**src/rtl/input_stream_feeder.sv**
```systemverilog
// Systolic input loader: fetches x from memory and h from the cell output stream into
// one [x | h] buffer, then streams it to P skewed PE lanes for a programmable pass count.
module input_stream_feeder #(
  parameter int ELEMENT_BITS = 8,
  parameter int X_LEN        = 4,
  parameter int H_LEN        = 4,
  parameter int P            = 4,  // must be >= 2
  parameter int ADDR_BITS    = 4,
  parameter int PASS_BITS    = 4
) (
  input  logic                      sys_clk,
  input  logic                      reset,
  input  logic                      load,
  input  logic [ADDR_BITS-1:0]      x_base_addr,
  output logic [ADDR_BITS-1:0]      main_mem_address_out,
  output logic                      main_mem_oe_out,
  input  logic [ELEMENT_BITS-1:0]   main_mem_data_out,
  input  logic                      cell_valid_in,
  input  logic [ELEMENT_BITS-1:0]   cell_out_data_in,
  output logic                      load_done,
  input  logic                      start,
  input  logic [PASS_BITS-1:0]      num_passes,
  output logic [P*ELEMENT_BITS-1:0] pe_data_out,
  output logic [P-1:0]              pe_valid_out,
  output logic                      busy,
  output logic                      stream_done,
  output logic                      cmd_err
);
  localparam int VEC_LEN = X_LEN + H_LEN;
  localparam int IDX_W   = $clog2(VEC_LEN);

  typedef enum logic [1:0] {IDLE, FETCH, LOAD_H, STREAM} state_t;

  state_t                       state_q;
  logic [ADDR_BITS-1:0]         addr_q;
  logic                         oe_q, cap_vld_q, loaded_q;
  logic [IDX_W-1:0]             fcnt_q, cap_idx_q, hcnt_q, e_q;
  logic                         load_done_q, cmd_err_q, done_q, issue_q;
  logic [PASS_BITS-1:0]         pcnt_q, passes_q, passes_d;
  logic [ELEMENT_BITS-1:0]      buf_q [VEC_LEN];
  logic [P-2:0]                 vld_pipe_q, lst_pipe_q;
  logic [P-2:0][ELEMENT_BITS-1:0] dat_pipe_q;
  logic [P-1:0]                 lane_vld, lane_lst;
  logic [P-1:0][ELEMENT_BITS-1:0] lane_dat;
  logic                         src_lst;

  assign passes_d = (num_passes == '0) ? PASS_BITS'(1) : num_passes;
  // Tags the final element of the final pass so it can be tracked down the skew chain.
  assign src_lst  = issue_q && (e_q == IDX_W'(VEC_LEN-1)) &&
                    (pcnt_q == passes_q - PASS_BITS'(1));

  always_comb begin
    lane_vld    = '0;
    lane_lst    = '0;
    lane_dat    = '0;
    lane_vld[0] = issue_q;
    lane_lst[0] = src_lst;
    lane_dat[0] = issue_q ? buf_q[e_q] : '0;
    for (int k = 1; k < P; k++) begin
      lane_vld[k] = vld_pipe_q[k-1];
      lane_lst[k] = lst_pipe_q[k-1];
      lane_dat[k] = dat_pipe_q[k-1];
    end
  end

  // Buffer contents are don't-care after reset, so no reset here.
  always_ff @(posedge sys_clk) begin
    if (cap_vld_q) buf_q[cap_idx_q] <= main_mem_data_out;
    if (state_q == LOAD_H && cell_valid_in) buf_q[IDX_W'(X_LEN) + hcnt_q] <= cell_out_data_in;
  end

  always_ff @(posedge sys_clk) begin
    if (reset) begin
      state_q     <= IDLE;
      addr_q      <= '0;
      oe_q        <= 1'b0;
      cap_vld_q   <= 1'b0;
      cap_idx_q   <= '0;
      fcnt_q      <= '0;
      hcnt_q      <= '0;
      e_q         <= '0;
      pcnt_q      <= '0;
      passes_q    <= '0;
      loaded_q    <= 1'b0;
      load_done_q <= 1'b0;
      cmd_err_q   <= 1'b0;
      done_q      <= 1'b0;
      issue_q     <= 1'b0;
      vld_pipe_q  <= '0;
      lst_pipe_q  <= '0;
      dat_pipe_q  <= '0;
    end else begin
      load_done_q <= 1'b0;
      done_q      <= 1'b0;
      cmd_err_q   <= 1'b0;
      cap_vld_q   <= oe_q;
      cap_idx_q   <= fcnt_q;
      for (int k = 0; k < P-1; k++) begin
        vld_pipe_q[k] <= lane_vld[k];
        lst_pipe_q[k] <= lane_lst[k];
        dat_pipe_q[k] <= lane_dat[k];
      end
      case (state_q)
        IDLE: begin
          cmd_err_q <= start & (load | ~loaded_q);
          if (load) begin
            addr_q   <= x_base_addr;
            oe_q     <= 1'b1;
            fcnt_q   <= '0;
            loaded_q <= 1'b0;
            state_q  <= FETCH;
          end else if (start && loaded_q) begin
            passes_q <= passes_d;
            pcnt_q   <= '0;
            e_q      <= '0;
            issue_q  <= 1'b1;
            state_q  <= STREAM;
          end
        end
        FETCH: begin
          cmd_err_q <= load | start;
          // One extra cycle after the last issue lets the final read land in the buffer.
          if (oe_q) begin
            if (fcnt_q == IDX_W'(X_LEN-1)) oe_q <= 1'b0;
            else begin
              addr_q <= addr_q + 1'b1;
              fcnt_q <= fcnt_q + 1'b1;
            end
          end else begin
            hcnt_q  <= '0;
            state_q <= LOAD_H;
          end
        end
        LOAD_H: begin
          cmd_err_q <= load | start;
          if (cell_valid_in) begin
            if (hcnt_q == IDX_W'(H_LEN-1)) begin
              loaded_q    <= 1'b1;
              load_done_q <= 1'b1;
              state_q     <= IDLE;
            end else hcnt_q <= hcnt_q + 1'b1;
          end
        end
        STREAM: begin
          cmd_err_q <= load | start;
          if (issue_q) begin
            if (e_q == IDX_W'(VEC_LEN-1)) begin
              e_q <= '0;
              if (pcnt_q == passes_q - PASS_BITS'(1)) issue_q <= 1'b0;
              else pcnt_q <= pcnt_q + 1'b1;
            end else e_q <= e_q + 1'b1;
          end
          if (lane_lst[P-1]) begin
            done_q  <= 1'b1;
            state_q <= IDLE;
          end
        end
        default: state_q <= IDLE;
      endcase
    end
  end

  assign main_mem_address_out = addr_q;
  assign main_mem_oe_out      = oe_q;
  assign load_done            = load_done_q;
  assign cmd_err              = cmd_err_q;
  assign stream_done          = done_q;
  assign busy                 = (state_q != IDLE);
  assign pe_valid_out         = lane_vld;
  assign pe_data_out          = lane_dat;
endmodule

```
**config.mk**
```make
export PLATFORM = sky130hd
export DESIGN_NAME = input_stream_feeder
export DESIGN_NICKNAME = d
export VERILOG_FILES = /design/src/rtl/input_stream_feeder.sv
export SDC_FILE = /design/constraint.sdc
export NUM_CORES = 1
export LEC_CHECK = 0
export ABC_AREA = 1
export BUFFER_PORTS_ARGS = -buffer_cell sky130_fd_sc_hd__clkbuf_2
export CAP_MARGIN = 20
export CORE_ASPECT_RATIO = 0.6
export CORE_MARGIN = 2
export CORE_UTILIZATION = 35
export CTS_CLUSTER_SIZE = 30
export DETAILED_ROUTE_END_ITERATION = 12
export PLACE_DENSITY = 0.52
export SYNTH_ARGS = -nofsm -noshare
export SYNTH_HDL_FRONTEND = slang
export SYNTH_SLANG_ARGS = --single-unit
export TNS_END_PERCENT = 50
```
**constraint.sdc**
```tcl
create_clock -name sys_clk -period 2.05 [get_ports sys_clk]
set_clock_uncertainty 0.05 [all_clocks]
set_input_delay 0.615 -clock sys_clk [delete_from_list [all_inputs] [get_ports sys_clk]]
set_output_delay 0.615 -clock sys_clk [all_outputs]
set_load 0.01 [all_outputs]
```
==> impl_results.md, run 1 <==
- Status: finished with violations
- Violated checks: negative setup slack
- Power per cell area: between 900 and 1000 nW/um2
- ANT cells: 0
- Fmax: 0.412 GHz
- Core area: roughly 16,000 um2
- CTS Buf Count: 17
- Int Power: a little over 5 mW
- # hold bufs at CTS: 0
- GP Congestion: between 0.8 and 0.9
- Post-DP HPWL: about 11,000 um
- Syn Nets: between 700 and 800
- Grt met2 use: 24.9%
- CTS tree: yes
- GR peak layer: met1
- Root buf cell: clkbuf_16
- Vias per cell: roughly 4.8
- Peak VDD IR: about 0.7 mV
- Fillcell total: around 1,600
- Grt met1 use: 28.0%
- Sequential cell area: approximately 3300 um2
- Critical Path RT: approximately 1.4 ns
- Buffers on Ports: 73
- Cell area after synthesis: between 5000 and 6000 um2
- Final ANT Viol Nets: 0
- Final setup fails: 8
- Net switching power: just over 2 mW
- Clock latency on the worst-skew pair: approximately 0.42 ns
- Min Tclk post-route: 2.43 ns
- Startpoint type of the worst setup path: flop
- Max Cap Violations: 0
- Largest buffer count on any clock path: 2
- Antenna violations before repair: 0
- RSZ-0062 raised after global routing: true
- Initial Util: between 30% and 40%
- DR pass1 iterations: 5
- Power share of the clock group: between 40 and 50%
- Leak: approximately 3.0 nW
- Die W: 170 um
- Placed Cells: between 900 and 1,000
- Clk sink count: 130
- Crit-path max FO: 16
- Initial DRC count: roughly 330
- # rows: 36
- Mean Syn Cell Area: around 8.7 um2
- Largest net degree at the start of global routing: 41
- Die H: 104 um
- IO Pins: 74
- Comb pwr share: about 15%
- Area growth, synth to finish: 25.9%
- Via count of the routed design: 4,862
- Mapped Cells: 670
- WL/cell: 15.4 um
- Fraction of the cycle the final worst path needs: 118%
- Worst setup path class: reg -> out
- Largest stage delay on the critical path: roughly 0.36 ns
- CP delay by family, top: buffers and inverters
- CP max-delay cell: dfxtp_4
- H-Tree Depth: 4
- First-pass GRT wire length: roughly 24,000 um
- Final Routed Wirelength: around 16,000 um
- Count of different cell masters after synthesis: 34
- Seq pwr share: between 40 and 50%
- Drt drc: 0
- Critical path arrival: between 1.5 and 2 ns
- Die footprint: 17,700 um2
- Worst hold margin: between 0.3 and 0.4 ns
- CP endpoint kind: output pin
- Register area share after synthesis: a little under three fifths
- Fin. max-slew vios: 0
- Slew margin rel.: between 70 and 80%
- Yosys reg bits: 130
- Crit path cell chain: inv_4, buf_12, o21ai_0, o221ai_1, o211ai_1, buf_4, inv_1, clkbuf_2
- Layout Nets: between 800 and 900
- Final Instance Count excl. Fillers: about 1,000
- Total GRT Usage: 18.3%
- Vias in the first global route: around 4,500
- Final Hold Viols: 0
- Worst hold path type: reg -> reg
- Syn. warnings: 0
- GRT met3 Usage: between 4 and 5%
- CTS clock-pin slew for the worst setup and hold paths: around 0.06 ns
- Share of layout cells above drive strength 1: ~22%
- Final worst slack: -0.379 ns
- Multi-input gate area: between 2000 and 2500 um2
- Switching share of power: between 20 and 30%
- Gr ovfl total: 0
- Worst Tran Pin Value: around 0.43 ns
- CP Buf/Inv Count: 5
power groups by stage:
stage | logic, mW | registers [mW] | clock network, mW
5_1_grt | 1.24 | 3.07 | 3.21
2_1_floorplan | 0.725 | 3.09 | 0
4_1_cts | 1.09 | 3.05 | 3.10
3_5_place_dp | 1.08 | 3.11 | 0
3_3_place_gp | 1.06 | 3.11 | 0
6_report | 1.09 | 3.06 | 3.03
path summary, 6_finish.rpt:
kind,from,end,slack [ns],depth (start not counted)
worst max-delay path,flop,pe_data_out[7],-0.38,8
worst min-delay path,lst_pipe_q[0],lst_pipe_q[1],0.36,2
worst max register to register,passes_q[0],pcnt_q[0],0.22,12
worst min register to register,lst_pipe_q[0],lst_pipe_q[1],0.36,2
worst reg2reg max path, stage by stage (launching register included):
cell and delay, ns:
dfxtp_1 0.39, inv_1 0.08, ha_1 0.30, nand2_1 0.07, inv_1 0.03, nor2_1 0.07, nand2_1 0.06, nor2_1 0.16
nand3_2 0.15, nand2_1 0.15, inv_1 0.07, nor2_1 0.09, nor2_1 0.04
synth_stat cells, drive strengths merged:
cell	count	share of area (%)
nand2	129	8.6
o21ai	114	9.9
nor2	99	7.3
inv	86	5.5
dfxtp	66	23
edfxtp	64	33
clkbuf	17	1.1
a21oi	15	1.5
o22ai	15	1.6
nand3	12	1.1
o211ai	10	1.3
ha	9	1.9
buf	8	0.84
o221ai	8	1.2
xor2	4	0.60
xnor2	3	0.45
a211oi	2	0.26
nor4	2	0.21
o31ai	2	0.26
or2	2	0.21
a31oi	1	0.11
nand4	1	0.11
nor3	1	0.086
registers in the layout, summed over array words and instances (netlist names), 2 cells and up, named ones only:
| signal | flops |
|---|---|
| lst_pipe_q | 3 |
| cap_idx_q | 3 |
| vld_pipe_q | 3 |
| e_q | 3 |
| fcnt_q | 3 |
| pe_data_out | 24 |
| pcnt_q | 4 |
| hcnt_q | 3 |
| state_q | 2 |
| passes_q | 4 |
| buf_q | 64 |
| main_mem_address_out | 4 |
area by class of cell:
cell class / count / area share [%]
well taps: 228 / 3.89
repair inverters: 1 / 0.102
clock inverters: 13 / 1.64
repair buffers: 104 / 9.56
inverters: 86 / 4.49
flip-flops and latches: 130 / 44.4
multi-input cells: 429 / 29.5
clock buffers: 19 / 6.49
timing repair:
action / 4_1_cts / 5_1_grt
gates cloned: 2 / 0
endpoints found under the setup margin: 8 / 10
buffers inserted: 5 / 1
resized for setup: 18 / 8
pin swaps: 5 / 5
kinds of logic after synthesis:
kind of cell	Yosys count	synth area share (%)
and+or+nand+nor	246	17.6
AOI/OAI and AO/OA	167	16.1
DFF	130	55.7
buffers and inverters	111	7.50
adders and majority gates	9	1.93
xor gates and xnor gates	7	1.05
metal layers:
| metal | vias to the layer above | wire length (um) |
|---|---|---|
| li1 | 2443 | - |
| met1 | 2239 | 8050 |
| met2 | 163 | 6320 |
| met3 | 17 | 994 |
| met4 | 0 | 191 |
| met5 | - | 0 |
stage by stage:
step           setup slack (ns)  setup TNS [ns]  util [%]  power [mW]  instance area (um2)
2_1_floorplan             0.165               0         -        3.81                 5820
3_3_place_gp             0.0596               0      40.7        4.17                 6610
3_5_place_dp            -0.0142         -0.0142      40.7        4.19                 6610
4_1_cts                  -0.347           -2.58      45.0        7.24                 7310
5_1_grt                  -0.444           -3.28      45.1        7.52                 7330
6_report                 -0.379           -2.65      45.1        7.18                 7330
cell usage in the layout, fill, tap and decap left out, types with 6 or more instances in the layout:
master	count
clkbuf_16	19
ha_1	9
clkbuf_2	72
a21oi_1	13
o22ai_1	15
nor2_1	91
edfxtp_1	64
nor2_4	7
inv_2	6
o21ai_1	7
o21ai_0	103
nand2_1	122
inv_1	78
buf_4	22
o221ai_1	8
nand3_1	10
dfxtp_1	64
o211ai_1	10
nand2_2	7
buf_12	6
Note: power is estimated with default switching activity, not from simulation.
==> inputs of run 2 (changes only) <==
--- a/config.mk
+++ b/config.mk
@@ -6,14 +6,14 @@
 export NUM_CORES = 1
 export LEC_CHECK = 0
 export ABC_AREA = 1
-export BUFFER_PORTS_ARGS = -buffer_cell sky130_fd_sc_hd__clkbuf_2
+export BUFFER_PORTS_ARGS = -buffer_cell sky130_fd_sc_hd__buf_4
 export CAP_MARGIN = 20
 export CORE_ASPECT_RATIO = 0.6
 export CORE_MARGIN = 2
-export CORE_UTILIZATION = 35
+export CORE_UTILIZATION = 55
 export CTS_CLUSTER_SIZE = 30
 export DETAILED_ROUTE_END_ITERATION = 12
-export PLACE_DENSITY = 0.52
+export PLACE_DENSITY = 0.75
 export SYNTH_ARGS = -nofsm -noshare
 export SYNTH_HDL_FRONTEND = slang
 export SYNTH_SLANG_ARGS = --single-unit
==> run 2 against run 1 <==
Compared with the run above: the flow still finishes with violations (negative setup slack); non-clock buffer count fell by 3; clock power rose by 5%; first-iteration DRC count rose by 27%; register-to-register slack got worse by 0.12 ns; flip-flop and latch count did not move; total power rose by 2.3%; maximum frequency rose by 1.9%; final area rose by 1.1%; worst hold slack improved by 0.0099 ns; sequential power barely moved; largest cell class unchanged; highest routed layer unchanged; count of clock-buffer cells in the layout rose by 3; critical path depth did not move.
==> impl_results.md, run 2 (synthesis results as in run 1) <==
- Core area: about 10,000 um2
- Die H: 83.7 um
- Hold Path Stages: 2
- CP max-delay cell: dfxtp_4
- Hold Startpoint: pe_data_out[8]
- Fin. max-slew vios: 0
- Fmax: approximately 0.42 GHz
- Final Hold Viols: 0
- Root buf cell: clkbuf_16
- Most frequent CP cell: buf_4
- Fin area: 7410 um2
- H-Tree Depth: 4
- Peak VDD IR: 0.814 mV
- RSZ-0062 raised after global routing: true
- Vias per cell: 5.48
- Buffers on Ports: 73
- Violated checks: negative setup slack
- CP endpoint kind: output pin
- Largest net degree at the start of global routing: 50
- Pre-CTS worst setup slack: -0.0170 ns
- Die W: approximately 140 um
- Drt drc: 0
- Most common library cell in the layout ignoring fill and taps: nand2_1
- Clock latency on the worst-skew pair: between 0.4 and 0.5 ns
- CP delay by family, top: buffers and inverters
- Launching point of the worst reg2reg path: passes_q[0]
- Final worst slack: -0.334 ns
- Gr ovfl total: 0
- R2r endpoint: pcnt_q[0]
- CP Buf/Inv Count: 5
- Critical path arrival: around 1.7 ns
- Initial Util: a little under three fifths
- Final ANT Viol Nets: 0
- GP Congestion: approximately 0.88
- R2r worst-path depth: 12
- Clk sink count: 130
- Worst hold path type: reg -> reg
- Fraction of the cycle the final worst path needs: 116%
- Startpoint type of the worst setup path: flop
- Via count of the routed design: 5,023
- Leak: 3.03 nW
- Die footprint: roughly 11,000 um2
- Initial DRC count: 422
- ANT cells: 0
- Endpoint, Worst Hold: pe_data_out[16]
- Status: finished with violations
- Largest buffer count on any clock path: 2
- Total GRT Usage: roughly a quarter
- Top reg by flops: buf_q
- Layout Nets: between 800 and 900
- DP Area: between 6000 and 7000 um2
- Min Tclk post-route: roughly 2.4 ns
- Area growth, synth to finish: 27.3%
- Largest stage delay on the critical path: around 0.36 ns
- Placed Cells: a little under 900
- Slew margin rel.: approximately 65%
- Worst setup path class: reg -> out
- Worst Tran Pin Value: 0.531 ns
- Crit path cell chain: inv_4, buf_12, o21ai_0, o221ai_1, o211ai_1, buf_4, inv_1, buf_4
- Final setup fails: 8
- Final Routed Wirelength: approximately 14,000 um
- IO Pins: between 70 and 80
- Flop-to-flop setup slack: roughly 0.10 ns
- Max Cap Violations: 0
- Fillcell total: approximately 770
- Post-DP HPWL: a little under 10,000 um
- WL/cell: between 15 and 20 um
- Crit-path max FO: 16
- Worst hold margin: around 0.37 ns
- Most frequent cells in the layout: nand2_1, o21ai_0, buf_4, nor2_1, inv_1
- Setup TNS: -2.32 ns
- CTS tree: yes
- Power per cell area: about 990 nW/um2
- Max FFs per register: 64
- DR pass1 iterations: 5
- Final Instance Count excl. Fillers: approximately 920
- # rows: 29
- CTS clock-pin slew for the worst setup and hold paths: roughly 0.06 ns
- Share of layout cells above drive strength 1: 22.0%
- # hold bufs at CTS: 0
- Vias in the first global route: between 4,000 and 5,000
- First-pass GRT wire length: approximately 23,000 um
- Critical Path RT: approximately 1.4 ns
- Antenna violations before repair: 0
- CTS Buf Count: 17
[run 2: area by class of cell]
cell class / count / area (um2) / area share (%)
sequential: 130 / 3250 / 43.8
tap: 139 / 174 / 2.35
inverter: 86 / 325 / 4.39
multi-input combinational: 429 / 2170 / 29.4
timing repair buffer: 101 / 852 / 11.5
clock inverter: 10 / 118 / 1.59
clock buffer: 22 / 517 / 6.98
[run 2: report_power, final]
part	leakage [nW]	internal (mW)	switching, mW	total [mW]
logic	1.60	0.387	0.733	1.12
clock network	0.317	2.04	1.13	3.17
registers	1.11	2.92	0.134	3.05
total	3.03	5.34	2.00	7.34
[run 2: per-layer routing]
layer	GRT usage (%)	up-vias	wire length (um)
met5	0	-	0
met4	9.09	0	304
met3	7.16	31	1240
met2	39.5	224	6390
met1	38.0	2346	6550
li1	-	2422	-
[run 2: worst max-delay path by stage]
stage / cells past startpoint / startpoint / to
CTS: 8 / flop / pe_data_out[7]
detailed placement: 7 / flop / pe_data_out[2]
finish: 8 / flop / pe_data_out[7]
global route: 6 / flop / pe_data_out[4]
global placement: 7 / flop / pe_data_out[7]
floorplan: 5 / cell_valid_in / buf_q[2][0]
[run 2: what timing repair did]
action	CTS	global route
setup endpoints to repair	8	12
gates resized for setup	21	13
pin swaps	6	5
cloned	1	0
buffers inserted	5	3
[run 2: worst reg2reg max path: stages, from the launching register on]
cell     delay [ns]
dfxtp_1        0.39
inv_1          0.09
ha_1           0.32
nand2_1        0.09
inv_1          0.04
nor2_1         0.10
nand2_1        0.08
nor2_2         0.15
nand3_2        0.15
nand2_1        0.15
inv_1          0.07
nor2_1         0.12
nor2_1         0.07
[run 2: per-stage QoR]
stage / total power [mW] / util, %
after floorplan: 3.81 / -
after global placement: 4.15 / 63.5
after detailed placement: 4.21 / 63.5
after CTS: 7.35 / 70.4
after global routing: 7.64 / 70.9
final: 7.34 / 70.9
